File: src/rtl/nespc_pkg.sv
// nespc_pkg -- shared types and constants for the NES CPU bus front end.
//   bus_state_t  : state encoding of the cpu_bus_sync qualifier FSM
//   bus_smp_t    : one registered sample of the raw CPU bus controls
//   NES_IO_BASE  : start of the CPU I/O register window
//   NES_PRG_BASE : start of the cartridge PRG window (selected by nROMSEL)
//   cpu_addr()   : rebuilds the 16-bit CPU address from a bus sample
package nespc_pkg;

   typedef enum logic [1:0] {
      WAIT_LOW = 2'd0,
      IDLE     = 2'd1,
      SETTLE   = 2'd2,
      ACTIVE   = 2'd3
   } bus_state_t;

   localparam logic [15:0] NES_IO_BASE  = 16'h4000;
   localparam logic [15:0] NES_PRG_BASE = 16'h8000;

   typedef struct packed {
      logic        nromsel;
      logic        rw;
      logic [14:0] a;
      logic [7:0]  d;
   } bus_smp_t;

   // The CPU never drives A15 to the cartridge; nROMSEL low is A15 high.
   function automatic logic [15:0] cpu_addr(input bus_smp_t s);
      return s.nromsel ? {1'b0, s.a} : (NES_PRG_BASE | {1'b0, s.a});
   endfunction

endpackage

File: src/rtl/sync_ff.sv
// sync_ff -- multi-flop synchroniser for one asynchronous control bit.
//   SYNC_STAGES : number of flops in the chain (at least 2)
//   SYSCLK      : destination clock
//   RST         : synchronous active-high reset, clears the chain to 0
//   d           : asynchronous input
//   q           : synchronised output
module sync_ff #(
   parameter int SYNC_STAGES = 2
) (
   input  logic SYSCLK,
   input  logic RST,
   input  logic d,
   output logic q
);

   logic [SYNC_STAGES-1:0] chain;

   always_ff @(posedge SYSCLK) begin
      if (RST) chain <= '0;
      else     chain <= {chain[SYNC_STAGES-2:0], d};
   end

   assign q = chain[SYNC_STAGES-1];

endmodule

File: src/rtl/cpu_bus_sync.sv
// cpu_bus_sync -- qualifies raw NES CPU bus cycles into SYSCLK-domain strobes.
//   SYSCLK, RST          : clock and synchronous active-high reset
//   M2, nROMSEL, CPU_RW  : raw CPU bus controls (asynchronous)
//   CPU_A[14:0], CPU_D   : raw CPU address and data
//   BUS_A[15:0], BUS_D   : address / write data of the last strobed cycle
//   WR_STB, RD_STB       : one-cycle strobes, at most one per M2 high period
//   CYC_ACTIVE           : high while a qualified cycle is in progress
//   M2_LOST              : M2 stall flag
// Build option: define CPU_BUS_SYNC_WDOG_EN to build the M2 stall watchdog;
// without it M2_LOST is tied low. Assumes SYSCLK >= 8x the M2 frequency.
module cpu_bus_sync
   import nespc_pkg::*;
#(
   parameter int SYNC_STAGES   = 2,
   parameter int SETTLE_CYCLES = 2,
   parameter int WDOG_CYCLES   = 255
) (
   input  logic        SYSCLK,
   input  logic        RST,
   input  logic        M2,
   input  logic        nROMSEL,
   input  logic        CPU_RW,
   input  logic [14:0] CPU_A,
   input  logic [7:0]  CPU_D,
   output logic [15:0] BUS_A,
   output logic [7:0]  BUS_D,
   output logic        WR_STB,
   output logic        RD_STB,
   output logic        CYC_ACTIVE,
   output logic        M2_LOST
);

   if (SYNC_STAGES < 2) begin : g_bad_sync
      $error("SYNC_STAGES must be at least 2");
   end
   if (SETTLE_CYCLES < 1 || SETTLE_CYCLES > 15) begin : g_bad_settle
      $error("SETTLE_CYCLES must be in 1..15");
   end
   if (WDOG_CYCLES < 1 || WDOG_CYCLES > 255) begin : g_bad_wdog
      $error("WDOG_CYCLES must be in 1..255");
   end

   logic                 m2_s, m2_d, rise, fall;
   logic [SYNC_STAGES:0] prime;
   logic                 primed;
   bus_smp_t             bus_q, shadow;
   bus_state_t           state, state_nx;
   logic [3:0]           settle_cnt, settle_nx;
   logic                 rd_go, wr_go, wdog_trip;

   sync_ff #(.SYNC_STAGES(SYNC_STAGES)) u_m2_sync (
      .SYSCLK (SYSCLK),
      .RST    (RST),
      .d      (M2),
      .q      (m2_s)
   );

   assign rise = m2_s & ~m2_d;
   assign fall = ~m2_s & m2_d;

   // The synchroniser comes out of reset reading 0 whatever M2 is doing, so
   // WAIT_LOW only trusts m2_s once the chain has refilled from the pin.
   always_ff @(posedge SYSCLK) begin
      if (RST) begin
         m2_d  <= 1'b0;
         prime <= '0;
      end else begin
         m2_d  <= m2_s;
         prime <= {prime[SYNC_STAGES-1:0], 1'b1};
      end
   end

   assign primed = prime[SYNC_STAGES];

   // Bus sample stage; the shadow keeps the last sample seen while M2 high.
   always_ff @(posedge SYSCLK) begin
      bus_q <= {nROMSEL, CPU_RW, CPU_A, CPU_D};
      if (m2_s) shadow <= bus_q;
   end

`ifdef CPU_BUS_SYNC_WDOG_EN
   logic [7:0] wdog_cnt;
   logic       m2_lost;

   always_ff @(posedge SYSCLK) begin
      if (RST) begin
         wdog_cnt <= '0;
         m2_lost  <= 1'b0;
      end else begin
         if (rise || fall)                       wdog_cnt <= '0;
         else if (wdog_cnt != 8'(WDOG_CYCLES))   wdog_cnt <= wdog_cnt + 8'd1;
         if (rise)                               m2_lost  <= 1'b0;
         else if (wdog_cnt == 8'(WDOG_CYCLES))   m2_lost  <= 1'b1;
      end
   end

   // The counter stays saturated for the whole stall, holding the FSM in
   // WAIT_LOW until M2 moves again.
   assign wdog_trip = (wdog_cnt == 8'(WDOG_CYCLES)) && !rise && !fall;
   assign M2_LOST   = m2_lost;
`else
   assign wdog_trip = 1'b0;
   assign M2_LOST   = 1'b0;
`endif

   always_comb begin
      state_nx  = state;
      settle_nx = settle_cnt;
      rd_go     = 1'b0;
      wr_go     = 1'b0;
      case (state)
         WAIT_LOW: if (primed && !m2_s) state_nx = IDLE;
         IDLE: begin
            if (rise) begin
               state_nx  = SETTLE;
               settle_nx = '0;
            end
         end
         SETTLE: begin
            if (fall) begin
               state_nx = IDLE;
            end else if (m2_s) begin
               settle_nx = settle_cnt + 4'd1;
               if (settle_nx == 4'(SETTLE_CYCLES)) begin
                  state_nx = ACTIVE;
                  rd_go    = shadow.rw;
               end
            end
         end
         ACTIVE: begin
            if (fall) begin
               state_nx = IDLE;
               wr_go    = ~shadow.rw;
            end
         end
         default: state_nx = WAIT_LOW;
      endcase
      if (wdog_trip) begin
         state_nx = WAIT_LOW;
         rd_go    = 1'b0;
         wr_go    = 1'b0;
      end
   end

   // BUS_D only follows writes; a read cycle leaves the last write data.
   always_ff @(posedge SYSCLK) begin
      if (RST) begin
         state      <= WAIT_LOW;
         settle_cnt <= '0;
         RD_STB     <= 1'b0;
         WR_STB     <= 1'b0;
         BUS_A      <= 16'h0000;
         BUS_D      <= 8'h00;
      end else begin
         state      <= state_nx;
         settle_cnt <= settle_nx;
         RD_STB     <= rd_go;
         WR_STB     <= wr_go;
         if (rd_go || wr_go) BUS_A <= cpu_addr(shadow);
         if (wr_go)          BUS_D <= shadow.d;
      end
   end

   assign CYC_ACTIVE = (state == ACTIVE);

endmodule

File: config.mk
export PLATFORM = sky130hd
export DESIGN_NAME = cpu_bus_sync
export DESIGN_NICKNAME = d
export VERILOG_FILES = /design/src/rtl/nespc_pkg.sv /design/src/rtl/sync_ff.sv /design/src/rtl/cpu_bus_sync.sv
export SDC_FILE = /design/constraint.sdc
export NUM_CORES = 1
export LEC_CHECK = 0
export CAP_MARGIN = 25
export CORE_UTILIZATION = 54
export DETAILED_ROUTE_END_ITERATION = 7
export GPL_TIMING_DRIVEN = 0
export PLACE_DENSITY = 0.94
export SETUP_SLACK_MARGIN = 0.15
export SLEW_MARGIN = 20
export SYNTH_ARGS = -nofsm -noshare
export SYNTH_HDL_FRONTEND = slang
export SYNTH_SLANG_ARGS = --single-unit
export TNS_END_PERCENT = 5
File: constraint.sdc
create_clock -name SYSCLK -period 3.51 [get_ports SYSCLK]
set_input_delay 0.702 -clock SYSCLK [delete_from_list [all_inputs] [get_ports SYSCLK]]
set_output_delay 0.702 -clock SYSCLK [all_outputs]
set_load 0.005 [all_outputs]
### Word level (Yosys, flattened, before mapping)

Cells that the tools add are included.

| operators by class | value |
|---|---|
| add/sub/neg operators | 1 |
| eq/ne operators | 11 |
| muxes and demuxes | 19 |
| bitwise gates (word level) | 5 |
| reduce and logical (&&, ||, !) cells | 7 |

Operator list:

| kind | number |
|---|---|
| 16-bit two-way mux | 1 |
| 2-bit two-way mux | 6 |
| 4-bit two-way mux | 3 |
| 2-bit case mux with 4 select lines | 1 |
| 4-bit case mux with 2 select lines | 1 |
| 1-bit two-way mux | 7 |
| 2-bit inequality test, second input constant | 3 |
| 5-bit AND reduction | 1 |
| 4-bit by 1-bit adder with 4-bit output, second input constant | 1 |
| 2-bit equality test, second input constant | 2 |
| 4-bit by 2-bit equality test with 1-bit output, second input constant | 1 |
| 2-bit by 1-bit inequality test with 1-bit output, second input constant | 2 |
| 4-bit AND reduction | 1 |
| 3-bit by 2-bit inequality test with 1-bit output, second input constant | 1 |
| 3-bit inequality test, second input constant | 1 |
| 1-bit inverter | 3 |
| 1-bit AND | 2 |
| 2-bit by 1-bit equality test with 1-bit output, second input constant | 1 |
| 2-bit zero test | 1 |
| 2-bit nonzero test | 1 |
| 1-bit logical AND | 1 |
| 1-bit zero test | 1 |
| 1-bit logical OR | 1 |

| word-level totals | value |
|---|---|
| bits in registers | 88 |
| input bits | 28 |
| output and inout port bits | 28 |
| word-level logic and storage cells | 61 |

### Depth between registers and ports, before layout

| depth | value |
|---|---|
| word-level depth | 7 |
| depth in mapped cells | 8 |
| gate-level depth less buffers | 7 |

### By module

A second synthesis with hierarchy kept.

| second synthesis, totals | value |
|---|---|
| cells, all modules | 232 |
| area, all modules | 2892.8 um^2 |

Modules (own cells, without submodules):

| module | instances | cells each | area an instance (um^2) | seq. area each (um^2) |
|---|---|---|---|---|
| cpu_bus_sync | 1 | 228 | 2840.2 | 1971.9 |
| sync_ff | 1 | 4 | 52.6 | 40.0 |

### Worst setup path before layout

No wires, ideal clock.

| path | value |
|---|---|
| path type | register to register |
| from | register u_m2_sync.chain[1] |
| to | register BUS_A[10] |
| setup time | 0.128 ns |
| data arrival time | 2.107 ns |
| data required time | 3.382 ns |
| slack | 1.276 ns |
| cell stages (with the launch flop) | 7 |
| path buffers | 1 |
| cell sequence | dfxtp_1 nand2b_4 nor3b_4 a211oi_4 buf_8 mux2i_1 nor2_1 |

| on the way | value |
|---|---|
| cells in the longest elaborated chain, start to end | 5 |

RTL lines:

| what | RTL line | source |
|---|---|---|
| start, declared | sync_ff.sv:16 | `logic [SYNC_STAGES-1:0] chain;` |
| start signal, assigned | sync_ff.sv:20 | `else chain <= {chain[SYNC_STAGES-2:0], d};` |
| 1-bit inverter | cpu_bus_sync.sv:59 | `assign fall = ~m2_s & m2_d;` |
| 1-bit AND | cpu_bus_sync.sv:59 |  |
| 1-bit two-way mux (on tied branches) | cpu_bus_sync.sv:120, cpu_bus_sync.sv:131 |  |
| 1-bit two-way mux | cpu_bus_sync.sv:111 | `case (state)` |
| 1-bit logical OR (*) | cpu_bus_sync.sv:159 | `if (rd_go \|\| wr_go) BUS_A <= cpu_addr(shadow);` |
| end signal, assigned | cpu_bus_sync.sv:159 |  |
| end, declared | cpu_bus_sync.sv:25 | `output logic [15:0] BUS_A,` |

Mark *: on every way between the ends. The rest lies on a longest branch, timed or not.
A chain may end at the register's enable or synchronous reset.

### Worst setup path after layout

Ends and elaborated chain as after synthesis.

==> reports/qor.txt <==
Synth Area in Adders - 0.0309
clock transition at the register clock pins on the worst setup and hold paths after CTS - 80 ps
number of cells on the worst reg-to-reg path - 6
Clock Root Buffer - sky130_fd_sc_hd__clkbuf_8
most frequent cells in the layout - 62 x sky130_fd_sc_hd__dfxtp_1, 53 x sky130_fd_sc_hd__clkdlybuf4s50_1, 25 x sky130_fd_sc_hd__edfxtp_1
simple-gate portion of the synthesized area - 0.114
filler cell count in the final layout - 369
post-route setup TNS - 0 ps
post-synthesis mux area share - 0.0565
routability-driven placement congestion ratio - 0.784
cell family with the largest share of critical-path delay - flip-flops
area of the die - 5540 um2
I/O pin count - 56
count of flip-flops with a built-in enable after synthesis - 25
critical path endpoint category - register
cts bufs inserted - 9
highest attainable clock frequency - 412 MHz
GR Util All Layers - 0.208
via count - 1774
first drt pass iteration count - 4
XOR/XNOR share of the synthesized area - 0
Compound-Gate Fraction of Synth Area - 0.0658
clock latency of the later-clocked register in the worst-skew pair - 350 ps
Worst IR Drop VDD - 0.442 mV
initial standard-cell utilization of the core - 0.558
initial DRC count - 54
detail-routed via count per cell - 5.00
WP depth - 6
area added between synthesis and finish - 28.1%
HPWL after detailed placement - 3500 um
maximum number of pins on one net before global-route repair - 32
standard cell with the maximum stage delay on the critical path - sky130_fd_sc_hd__dfxtp_2
die height - 74.4 um
number of cells on the worst hold path - 0
Netlist cell types - 36
Async S/R FF share, synth - 0
crit-path max FO - 31
pwr/cell area - 499 nW/um2
post-detailed-route wirelength per cell - 14.5 um
most instantiated flip-flop cell in the synthesis netlist - sky130_fd_sc_hd__dfxtp_1
Max-cap violations - 0
Final setup violation count - 0
# rows - 26
deepest clock path buffer count - 2
post-synthesis instance total - 216
via count of the first global-routing pass - 1706
max-slew violations - 0
setup repair after global routing missed its margin - false
gr ovfl total - 0
period utilisation layout - 0.691
kind of start point of the critical path - register
Crit path required time - 3720 ps
core region area - 5070 um2
sequential element share of the synthesized area - 0.710
Worst-Margin Slew - 724 ps
post-route antenna net violation count - 0
cell area after technology mapping - 2830 um2
Post-CTS Hold Buffers - 0
post-synthesis sequential element count - 88
worst path arrival time - 2630 ps
fraction of final layout cells with drive strength greater than 1 - 0.0912
post-cts gate resize count - 0
Mapped Nets - 251
Remaining DRCs - 0
first-pass GRT wire length - 8180 um
Final Skew - 7.05 ps
net total in the final layout - 315
maximum level of the CTS H-tree - 3
fraction of the core area covered by cells at the end of the flow - 0.715
mean post-synth cell area - 13.1 um2
clock tree from TritonCTS - done
CP peak stage delay - 800 ps
number of endpoints with negative hold slack in the final report - 0
number of warnings printed during yosys synthesis - 0
main combinational cell family by area after synthesis - simple AND/OR/NAND/NOR gates
relative max-transition margin - 0.517
width of the chip - 74.4 um
post-layout min period - 2420 ps
number of sinks handled by clock tree synthesis - 88
# diodes - 0
cell breakdown of the critical path - nand2b_4 -> nor3b_4 -> a211oi_4 -> buf_8 -> mux2i_1 -> nor2_1
Critical path buffers and inverters - 1
class of the worst hold path - register to register
kind of critical path - register to register
post-CTS setup buffer count - 0
Detailed Route WL - 5150 um
most common cell after layout, fill and taps aside - sky130_fd_sc_hd__dfxtp_1
status - finished clean
static power due to leakage - 1.43 nW
antenna violations before repair - 0
count of buffers from port buffering - 53
==> metrics by stage <==
| step | instance area (um2) | power (mW) | setup slack (ps) | hold WS (ps) | cells |
|---|---|---|---|---|---|
| floorplan | 2830 | 1.16 | 1280 | 386 | 216 |
| global route | 3630 | 1.89 | 942 | 419 | 355 |
| CTS | 3630 | 1.83 | 1030 | 408 | 355 |
| global placement | 3450 | 1.20 | 733 | 386 | 339 |
| detailed placement | 3450 | 1.20 | 1130 | 389 | 339 |
| finish | 3630 | 1.81 | 1090 | 408 | 355 |
==> kinds of logic (layout without fill, tap and decap cells) <==
kind of cell / count (synthesis) / in the layout
multiplexers: 16 / 16
other: 1 / 1
flip-flops: 88 / 88
adder cells (fa/ha/maj): 7 / 7
AO/OA/AOI/OAI: 27 / 27
AND/OR/NAND/NOR: 65 / 65
buffers and inverters: 12 / 81
==> cell usage after synthesis (3+ instances only) <==
| master | count | area share |
|---|---|---|
| sky130_fd_sc_hd__nor2b_1 | 5 | 0.011 |
| sky130_fd_sc_hd__nand2_1 | 22 | 0.029 |
| sky130_fd_sc_hd__ha_1 | 7 | 0.031 |
| sky130_fd_sc_hd__nor2_1 | 21 | 0.028 |
| sky130_fd_sc_hd__a21oi_1 | 12 | 0.021 |
| sky130_fd_sc_hd__nor3b_1 | 3 | 0.0079 |
| sky130_fd_sc_hd__nor3_1 | 3 | 0.0053 |
| sky130_fd_sc_hd__dfxtp_1 | 63 | 0.45 |
| sky130_fd_sc_hd__mux2i_1 | 16 | 0.057 |
| sky130_fd_sc_hd__o211ai_1 | 3 | 0.0079 |
| sky130_fd_sc_hd__edfxtp_1 | 25 | 0.26 |
| sky130_fd_sc_hd__inv_1 | 5 | 0.0066 |
| sky130_fd_sc_hd__clkbuf_1 | 4 | 0.0053 |
==> worst paths after layout <==
| check | start | endpoint | slack (ps) |
|---|---|---|---|
| worst max-delay path | u_m2_sync.chain[1]$_SDFF_PP0_ | BUS_A[10]$_SDFFE_PP0P_ | 1090 |
| worst min-delay path | bus_q[7]$_DFF_P_ | shadow[7]$_DFFE_PP_ | 410 |
| worst max register to register | u_m2_sync.chain[1]$_SDFF_PP0_ | BUS_A[10]$_SDFFE_PP0P_ | 1090 |
| worst min register to register | bus_q[7]$_DFF_P_ | shadow[7]$_DFFE_PP_ | 410 |
==> worst reg2reg max path, cell delays in order, from the launching register on <==
cell and delay [ps]:
sky130_fd_sc_hd__dfxtp_2 800, sky130_fd_sc_hd__nand2b_4 300, sky130_fd_sc_hd__nor3b_4 80, sky130_fd_sc_hd__a211oi_4 520
sky130_fd_sc_hd__buf_8 230, sky130_fd_sc_hd__mux2i_1 260, sky130_fd_sc_hd__nor2_1 100
==> state kept, by name (all words and copies together) (netlist names) <==
register and cells:
bus_q 25, shadow 25, BUS_A 16, BUS_D 8, settle_cnt 4, prime 3
state 2, u_m2_sync.chain 2, RD_STB 1, WR_STB 1, m2_d 1
==> power by group <==
part	leakage (nW)	switching, mW	total [mW]	internal, mW
Clock	0.0951	0.349	0.631	0.282
Combinational	0.583	0.0362	0.0856	0.0494
Sequential	0.748	0.0193	1.09	1.08
==> final cells by class <==
class	instances	area (um2)	area share
buffer	7	41.3	0.0114
multi-input combinational	116	762	0.210
clock inverter	5	36.3	0.00999
timing repair buffer	53	531	0.146
clock buffer	11	141	0.0389
sequential	88	2010	0.554
tap	70	87.6	0.0241
inverter	5	18.8	0.00517
==> layer usage <==
layer	up-vias	GRT usage	part of all wire
met2	59	0.341	0.50
met5	-	0	0
met1	836	0.248	0.42
met4	0	0.0860	0.025
met3	14	0.0732	0.055
li1	865	-	-
Note: power is estimated with default switching activity, not from simulation.
